<file path="src/rtl/pulse_receiver_symbol_decoder.sv">
// Pulse-width symbol decoder: measures line pulses, classifies them into
// 2-bit symbols and packs 16 per word behind a single-entry valid/ready buffer.
module pulse_receiver_symbol_decoder #(
    parameter int DUR_W   = 8,
    parameter int PRESC_W = 4
) (
    input  logic               clk,
    input  logic               rst,
    input  logic               en,
    input  logic               sig_in,
    input  logic               invert_input,
    input  logic               idle_level,
    input  logic [PRESC_W-1:0] prescaler,
    input  logic [DUR_W-1:0]   threshold_low,
    input  logic [DUR_W-1:0]   threshold_high,
    input  logic [DUR_W-1:0]   timeout,
    output logic [31:0]        word_out,
    output logic [4:0]         word_count,
    output logic               word_last,
    output logic               word_valid,
    input  logic               word_ready,
    output logic               overflow,
    input  logic               clear_overflow
);

    typedef enum logic {S_IDLE, S_MEASURE} state_t;

    state_t           state_q, state_d;
    logic [14:0]      presc_q;
    logic [14:0]      presc_mask;
    logic             tick;
    logic             sig_eff;
    logic             level_q;
    logic             edge_det;
    logic [DUR_W-1:0] dur_q, dur_d;
    logic [DUR_W-1:0] thr;
    logic [1:0]       sym;
    logic [3:0]       idx_q, idx_d;
    logic [31:0]      shift_q, shift_d;
    logic [31:0]      push_word;
    logic [4:0]       push_count;
    logic             push, push_last;
    logic             tmo_hit;
    logic             drop;

    assign presc_mask = ~(15'h7fff << prescaler);
    assign tick       = (presc_q & presc_mask) == 15'd0;
    assign sig_eff    = sig_in ^ invert_input;
    assign edge_det   = sig_eff != level_q;
    assign thr        = level_q ? threshold_high : threshold_low;
    assign sym        = {level_q, dur_q > thr};
    assign tmo_hit    = (timeout != '0) && (level_q == idle_level)
                     && (dur_q == timeout);
    assign drop       = push && word_valid && !word_ready;

    // Duration restarts on every edge and saturates instead of wrapping.
    always_comb begin
        dur_d = dur_q;
        if (edge_det)
            dur_d = {{(DUR_W-1){1'b0}}, tick};
        else if (tick && dur_q != '1)
            dur_d = dur_q + 1'b1;
    end

    always_comb begin
        state_d    = state_q;
        idx_d      = idx_q;
        shift_d    = shift_q;
        push       = 1'b0;
        push_word  = shift_q;
        push_count = {1'b0, idx_q};
        push_last  = 1'b0;
        unique case (state_q)
            S_IDLE: begin
                if (edge_det && sig_eff != idle_level)
                    state_d = S_MEASURE;
            end
            S_MEASURE: begin
                if (edge_det) begin
                    shift_d = shift_q | ({30'd0, sym} << {idx_q, 1'b0});
                    idx_d   = idx_q + 4'd1;
                    if (idx_q == 4'd15) begin
                        push       = 1'b1;
                        push_word  = shift_d;
                        push_count = 5'd16;
                        shift_d    = '0;
                    end
                end else if (tmo_hit) begin
                    // A frame ending on a word boundary has nothing left to flush.
                    push      = idx_q != 4'd0;
                    push_last = 1'b1;
                    idx_d     = '0;
                    shift_d   = '0;
                    state_d   = S_IDLE;
                end
            end
        endcase
    end

    always_ff @(posedge clk) begin
        if (rst) begin
            state_q    <= S_IDLE;
            presc_q    <= '0;
            level_q    <= idle_level;
            dur_q      <= '0;
            idx_q      <= '0;
            shift_q    <= '0;
            word_out   <= '0;
            word_count <= '0;
            word_last  <= 1'b0;
            word_valid <= 1'b0;
        end else if (!en) begin
            state_q    <= S_IDLE;
            presc_q    <= '0;
            level_q    <= sig_eff;
            dur_q      <= '0;
            idx_q      <= '0;
            shift_q    <= '0;
            word_out   <= '0;
            word_count <= '0;
            word_last  <= 1'b0;
            word_valid <= 1'b0;
        end else begin
            state_q <= state_d;
            presc_q <= presc_q + 15'd1;
            level_q <= sig_eff;
            dur_q   <= dur_d;
            idx_q   <= idx_d;
            shift_q <= shift_d;
            if (push && (!word_valid || word_ready)) begin
                word_out   <= push_word;
                word_count <= push_count;
                word_last  <= push_last;
                word_valid <= 1'b1;
            end else if (word_valid && word_ready) begin
                word_valid <= 1'b0;
            end
        end
    end

    // A dropped word outranks a same-cycle clear.
    always_ff @(posedge clk) begin
        if (rst)
            overflow <= 1'b0;
        else if (en && drop)
            overflow <= 1'b1;
        else if (clear_overflow)
            overflow <= 1'b0;
    end

endmodule

</file>
<file path="config.mk">
export PLATFORM = sky130hd
export DESIGN_NAME = pulse_receiver_symbol_decoder
export DESIGN_NICKNAME = d
export VERILOG_FILES = /design/src/rtl/pulse_receiver_symbol_decoder.sv
export SDC_FILE = /design/constraint.sdc
export NUM_CORES = 1
export LEC_CHECK = 0
export BUFFER_PORTS_ARGS = -buffer_cell sky130_fd_sc_hd__buf_4
export CORE_UTILIZATION = 51
export DETAILED_ROUTE_END_ITERATION = 16
export PLACE_DENSITY = 0.77
export SLEW_MARGIN = 10
export SYNTH_ARGS = -nofsm -noshare
export SYNTH_HDL_FRONTEND = slang
export SYNTH_SLANG_ARGS = --single-unit
</file>
<file path="constraint.sdc">
create_clock -name clk -period 3.45 [get_ports clk]
set_input_delay 0.1725 -clock clk [delete_from_list [all_inputs] [get_ports clk]]
set_output_delay 0.1725 -clock clk [all_outputs]
set_load 0.03 [all_outputs]
</file>
---- Word level (Yosys, flattened, before mapping) ----
Cells that the tools add are included.
word-level totals
  register bits ........................... 101
  input bits .............................. 36
  output and inout port bits .............. 40
  logic and storage cells ................. 82
cells by class
  $add $sub $neg .......................... 3
  order comparisons ....................... 1
  equality and inequality tests ........... 6
  shift operators ......................... 2
  mux-type cells .......................... 30
  bitwise operators ....................... 6
  reduce and logical (&&, ||, !) cells .... 22
operator list
  kind                                                count
  2-to-1 mux 32 bit                                   6
  OR 32 bit                                           1
  left shift 2 x 5 -> 32 bit                          1
  2-to-1 mux 1 bit                                    17
  adder 15 x 1 -> 15 bit (second input constant)      1
  AND 15 bit                                          1
  zero test 15 bit                                    1
  2-to-1 mux 5 bit                                    3
  NOT 15 bit                                          1
  left shift 15 x 4 -> 15 bit (first input constant)  1
  logical AND 1 bit                                   9
  adder 8 x 1 -> 8 bit (second input constant)        1
  equality test 8 bit                                 1
  greater-than comparator 8 bit                       1
  2-to-1 mux 4 bit                                    2
  2-to-1 mux 8 bit                                    1
  != test 8 bit (second input constant)               1
  nonzero test 2 bit                                  4
  nonzero test 8 bit                                  1
  adder 4 x 1 -> 4 bit (second input constant)        1
  equality test 4 bit (second input constant)         1
  nonzero test 4 bit                                  1
  OR reduction 3 bit                                  1
  zero test 1 bit                                     2
  other kinds (8)                                     10

---- Depth between registers and ports, before layout ----
  word-level depth ........................ 10
  gate-level depth with buffers ........... 12
  gate-level depth less buffers ........... 8

---- Least setup slack after synthesis ----
No wires, ideal clock.
  path type ............................... register to register
  from .................................... register level_q
  to ...................................... register word_out[24]
  setup time .............................. 0.124 ns
  arrival time ............................ 2.703 ns
  required time ........................... 3.326 ns
  slack ................................... 0.623 ns
  cell stages (with the launch flop) ...... 13
  period minus slack after synthesis ...... 2.827 ns
  path through ............................ dfxtp_1 > buf_2 > buf_1 > buf_1 > mux2i_1 > ha_1 > nor2b_1 > o21ai_0 > a21boi_0 > o31a_1 > clkbuf_1 > a211oi_1 > nor3_1
between the ends
  longest elaborated chain between the ends .. 7
  elaborated cells on any way between the ends .. 15
RTL lines
  what                                                                       line     RTL
  from (decl)                                                                33       logic level_q;
  from (signal assigned)                                                     104      level_q <= idle_level;
  from (signal assigned)                                                     115      level_q <= sig_eff;
  from (signal assigned)                                                     126      level_q <= sig_eff;
  2-to-1 mux 8 bit / equality test 1 bit (equally long branches)             50, 52
  greater-than comparator 8 bit / logical AND 1 bit (equally long branches)  51, 52
  left shift 2 x 5 -> 32 bit / logical AND 1 bit (equally long branches)     80, 53
  OR 32 bit / 2-to-1 mux 1 bit (equally long branches)                       80, 88
  2-to-1 mux 32 bit / 2-to-1 mux 1 bit (equally long branches)               82, 79
  2-to-1 mux 32 bit / 2-to-1 mux 1 bit (equally long branches)               79, 73
  2-to-1 mux 32 bit / logical AND 1 bit (equally long branches)              73, 130
  to (signal assigned)                                                       131      word_out <= push_word;
  to (decl)                                                                  17       output logic [31:0] word_out,
Parallel ways exist; a longest one is shown, timed or not.
A chain may end at the register's enable or synchronous reset.

---- Worst setup path after layout ----
  from .................................... register level_q
  to ...................................... register shift_q[12]
between the ends
  longest elaborated chain between the ends .. 6
  elaborated cells on any way between the ends .. 12
RTL lines
  what                           line  RTL
  2-to-1 mux 8 bit               50    assign thr = level_q ? threshold_high : threshold_low;
  greater-than comparator 8 bit  51    assign sym = {level_q, dur_q > thr};
  left shift 2 x 5 -> 32 bit     80    shift_d = shift_q | ({30'd0, sym} << {idx_q, 1'b0});
  OR 32 bit                      80
  2-to-1 mux 32 bit              82    if (idx_q == 4'd15) begin
  2-to-1 mux 32 bit              79    if (edge_det) begin
  to (signal assigned)           129   shift_q <= shift_d;
  to (decl)                      39    logic [31:0] shift_q, shift_d;
Parallel ways exist; a longest one is shown, timed or not.

==> flow_summary.json <==
{
  "status": "finished, violations left",
  "violations": "DRC",
  "crit_type": "reg -> reg",
  "p_per_area_nw_per_um2": 384,
  "drt_iter0_markers": 271,
  "avgSynthCellArea_um2": 8.40,
  "viasPerCell": 5.95,
  "ys_top_cells_by_count": "dfxtp_1 (101), nor2_1 (71), a21oi_1 (49), nand3_1 (39), o21ai_0 (39)",
  "maxCapViolations": 0,
  "critPathSlowestCell": "dfxtp_1",
  "leakagePower_nw": 2.04,
  "crit_top_cell": "nor2_1",
  "numPortBuffers": 75,
  "place_area_um2": 5290,
  "vdd_drop_max_uv": 230,
  "synthArstFlopShare_pct": 0,
  "yosys.area.top_type": "dfxtp_1",
  "fp.dieH_um": 97.9,
  "cp_max_fo": 22,
  "cts_setup_buffers": 0,
  "fin_crit_sh_pct": 80.7,
  "place_ws_ns": 0.765,
  "syn_to_final_growth_pct": 17.4,
  "clkSlewWorstSetupHoldPaths_ns": 0.10,
  "cts_resized": 0,
  "synthTopCellsByArea": "dfxtp_1 (43%), nor2_1 (5.7%), a21oi_1 (5.2%), nand3_1 (4.2%), o21ai_0 (4.2%)",
  "gp_congestion": 0.901,
  "clock_latency_ns": 0.37,
  "hp-class": "in -> reg",
  "die_area_um2": 9580,
  "critPathArrivalTime_ns": 3.04,
  "wirelength_mm": 11.4,
  "antenna_found_initial": 0,
  "rows": 34,
  "vias": 4324,
  "fin_crit_ns": 2.78,
  "crit_buf_inv": 1,
  "grt_max_degree": 53,
  "worst_pin_slew_ns": 0.895,
  "core-area_um2": 8810,
  "synth_edf_count": 0,
  "synth_top_area_share_pct": 43.1,
  "ys_seq_elements": 101,
  "clockBufferDepth": 2,
  "rsz0062_at_grt": "no",
  "cts.sinks": 101,
  "synthesis.area_um2": 4690,
  "numCtsBuffers": 9,
  "final_area_um2": 5500,
  "ios": 76,
  "max_freq_mhz": 359,
  "grt_pass1_vias": 4015,
  "h-tree-depth": 3,
  "syn-num-nets": 606,
  "initial_core_util_pct": 53.2,
  "die_w_um": 97.9,
  "post-dp-hpwl_mm": 8.09,
  "drc_errors": 5,
  "maxSlewHeadroom_pct": 39.5,
  "postSynthCellCount": 558,
  "nNetsFinal": 662,
  "yosysWarnings": 0,
  "yosysSeqAreaShare_pct": 43.1,
  "finalSetupViolCount": 0,
  "fin_ws_ns": 0.665,
  "detail_route.first_pass.iterations": 10,
  "root_buffer": "clkbuf_8",
  "worstSetupStartpointType": "register",
  "synth.distinct_cells": 60,
  "cp_top_family": "simple AND/OR/NAND/NOR gates",
  "worstPathRequired_ns": 3.71,
  "cts_tree": "built",
  "fin_setup_tns_ns": 0,
  "drive_gt1_share_pct": 18.3,
  "grt_pass1_wl_mm": 18.9,
  "wire_per_inst_um": 15.7,
  "finalHoldViolCount": 0,
  "overflow": 0,
  "cp_cell_sequence": "xnor3_2 > nor3_2 > nor2_1 > a21bo_2 > buf_4 > nor2_1",
  "yosysMostFrequentCell": "dfxtp_1",
  "grt_usage_pct": 24.0,
  "worstSetupEndpointType": "register",
  "slew_violations": 0,
  "cp_slowest_stage_delay_ns": 0.72,
  "clock_skew_ns": 0.00893,
  "antenna_cells": 0,
  "drtAntennaViolNets": 0,
  "ys.flop_type": "dfxtp_1"
}
## cell type report
type | count | area, um2
Fill cell | 777 | 3300
Multi-Input combinational cell | 410 | 2470
Sequential cell | 101 | 2020
Timing Repair Buffer | 85 | 641
Tap cell | 108 | 135
Clock buffer | 9 | 124
Clock inverter | 7 | 85.1
Inverter | 7 | 26.3
## logic make-up (layout without fill, tap and decap cells)
kind of cell	after synthesis	after routing	synth area share (%)
and+or+nand+nor	204	204	21.0
buffers and inverters	47	108	4.19
adders and majority gates	13	13	3.44
DFF	101	101	43.1
xor gates and xnor gates	21	21	4.24
AOI/OAI and AO/OA	161	161	21.5
muxes	11	11	2.40
## worst register-to-register path, stage by stage (launching register included)
cell and delay, ns:
dfxtp_1 0.72, xnor3_2 0.42, nor3_2 0.56, nor2_1 0.22
a21bo_2 0.37, buf_4 0.30, nor2_1 0.10
## path summary, 6_finish.rpt
check	start	end	slack, ns	cells after the start
max	level_q	shift_q[12]	0.67	6
min	idle_level	level_q	0.07	2
max reg2reg	level_q	shift_q[12]	0.67	6
min reg2reg	shift_q[17]	word_out[17]	0.48	2
## state kept, by name (all words and copies together) (netlist names)
name,flops
dur_q,8
presc_q,15
word_count,5
state_q,1
word_out,32
shift_q,32
word_valid,1
overflow,1
word_last,1
idx_q,4
level_q,1
## repair_timing
action | in CTS | in global routing
hold buffers | 1 | 0
setup endpoints to repair | 0 | 0
hold endpoints to repair | 1 | 0
## placed cells by master (no fill, tap or decap), drive strengths merged, types with 11 or more instances in the layout
cell type,Yosys,routed
xor2,15,15
nand2,30,30
o21ai,39,39
a31oi,30,30
buf,11,84
nor2,71,71
nor3,13,13
nand3,39,39
a21oi,50,50
ha,12,12
dfxtp,101,101
nand4,11,11
## report_power, final
part           switching [W]  leakage [nW]  internal, W
sequential         0.0000116         0.814      0.00117
clock               0.000433         0.103     0.000345
combinational      0.0000877          1.12    0.0000697
total               0.000532          2.04      0.00158
## through the flow
stage               total power, W  instances  util [%]  hold slack (ns)
detailed placement         0.00136        710      60.0            0.375
global placement           0.00136        710      60.0            0.370
finish                     0.00212        727      62.5           0.0726
floorplan                  0.00130        558         -            0.245
CTS                        0.00213        727      62.5           0.0546
global route               0.00219        727      62.5           0.0604
## per-layer routing
layer	track usage [%]	up-vias	part of all wire, %	wire (um)
met5	0	-	0	0
met2	40.6	162	48	5420
met4	6.88	0	1.4	163
li1	-	2140	-	-
met3	4.87	19	6.1	691
met1	31.1	2003	45	5120
No activity file was read; power rests on OpenSTA's default activity.
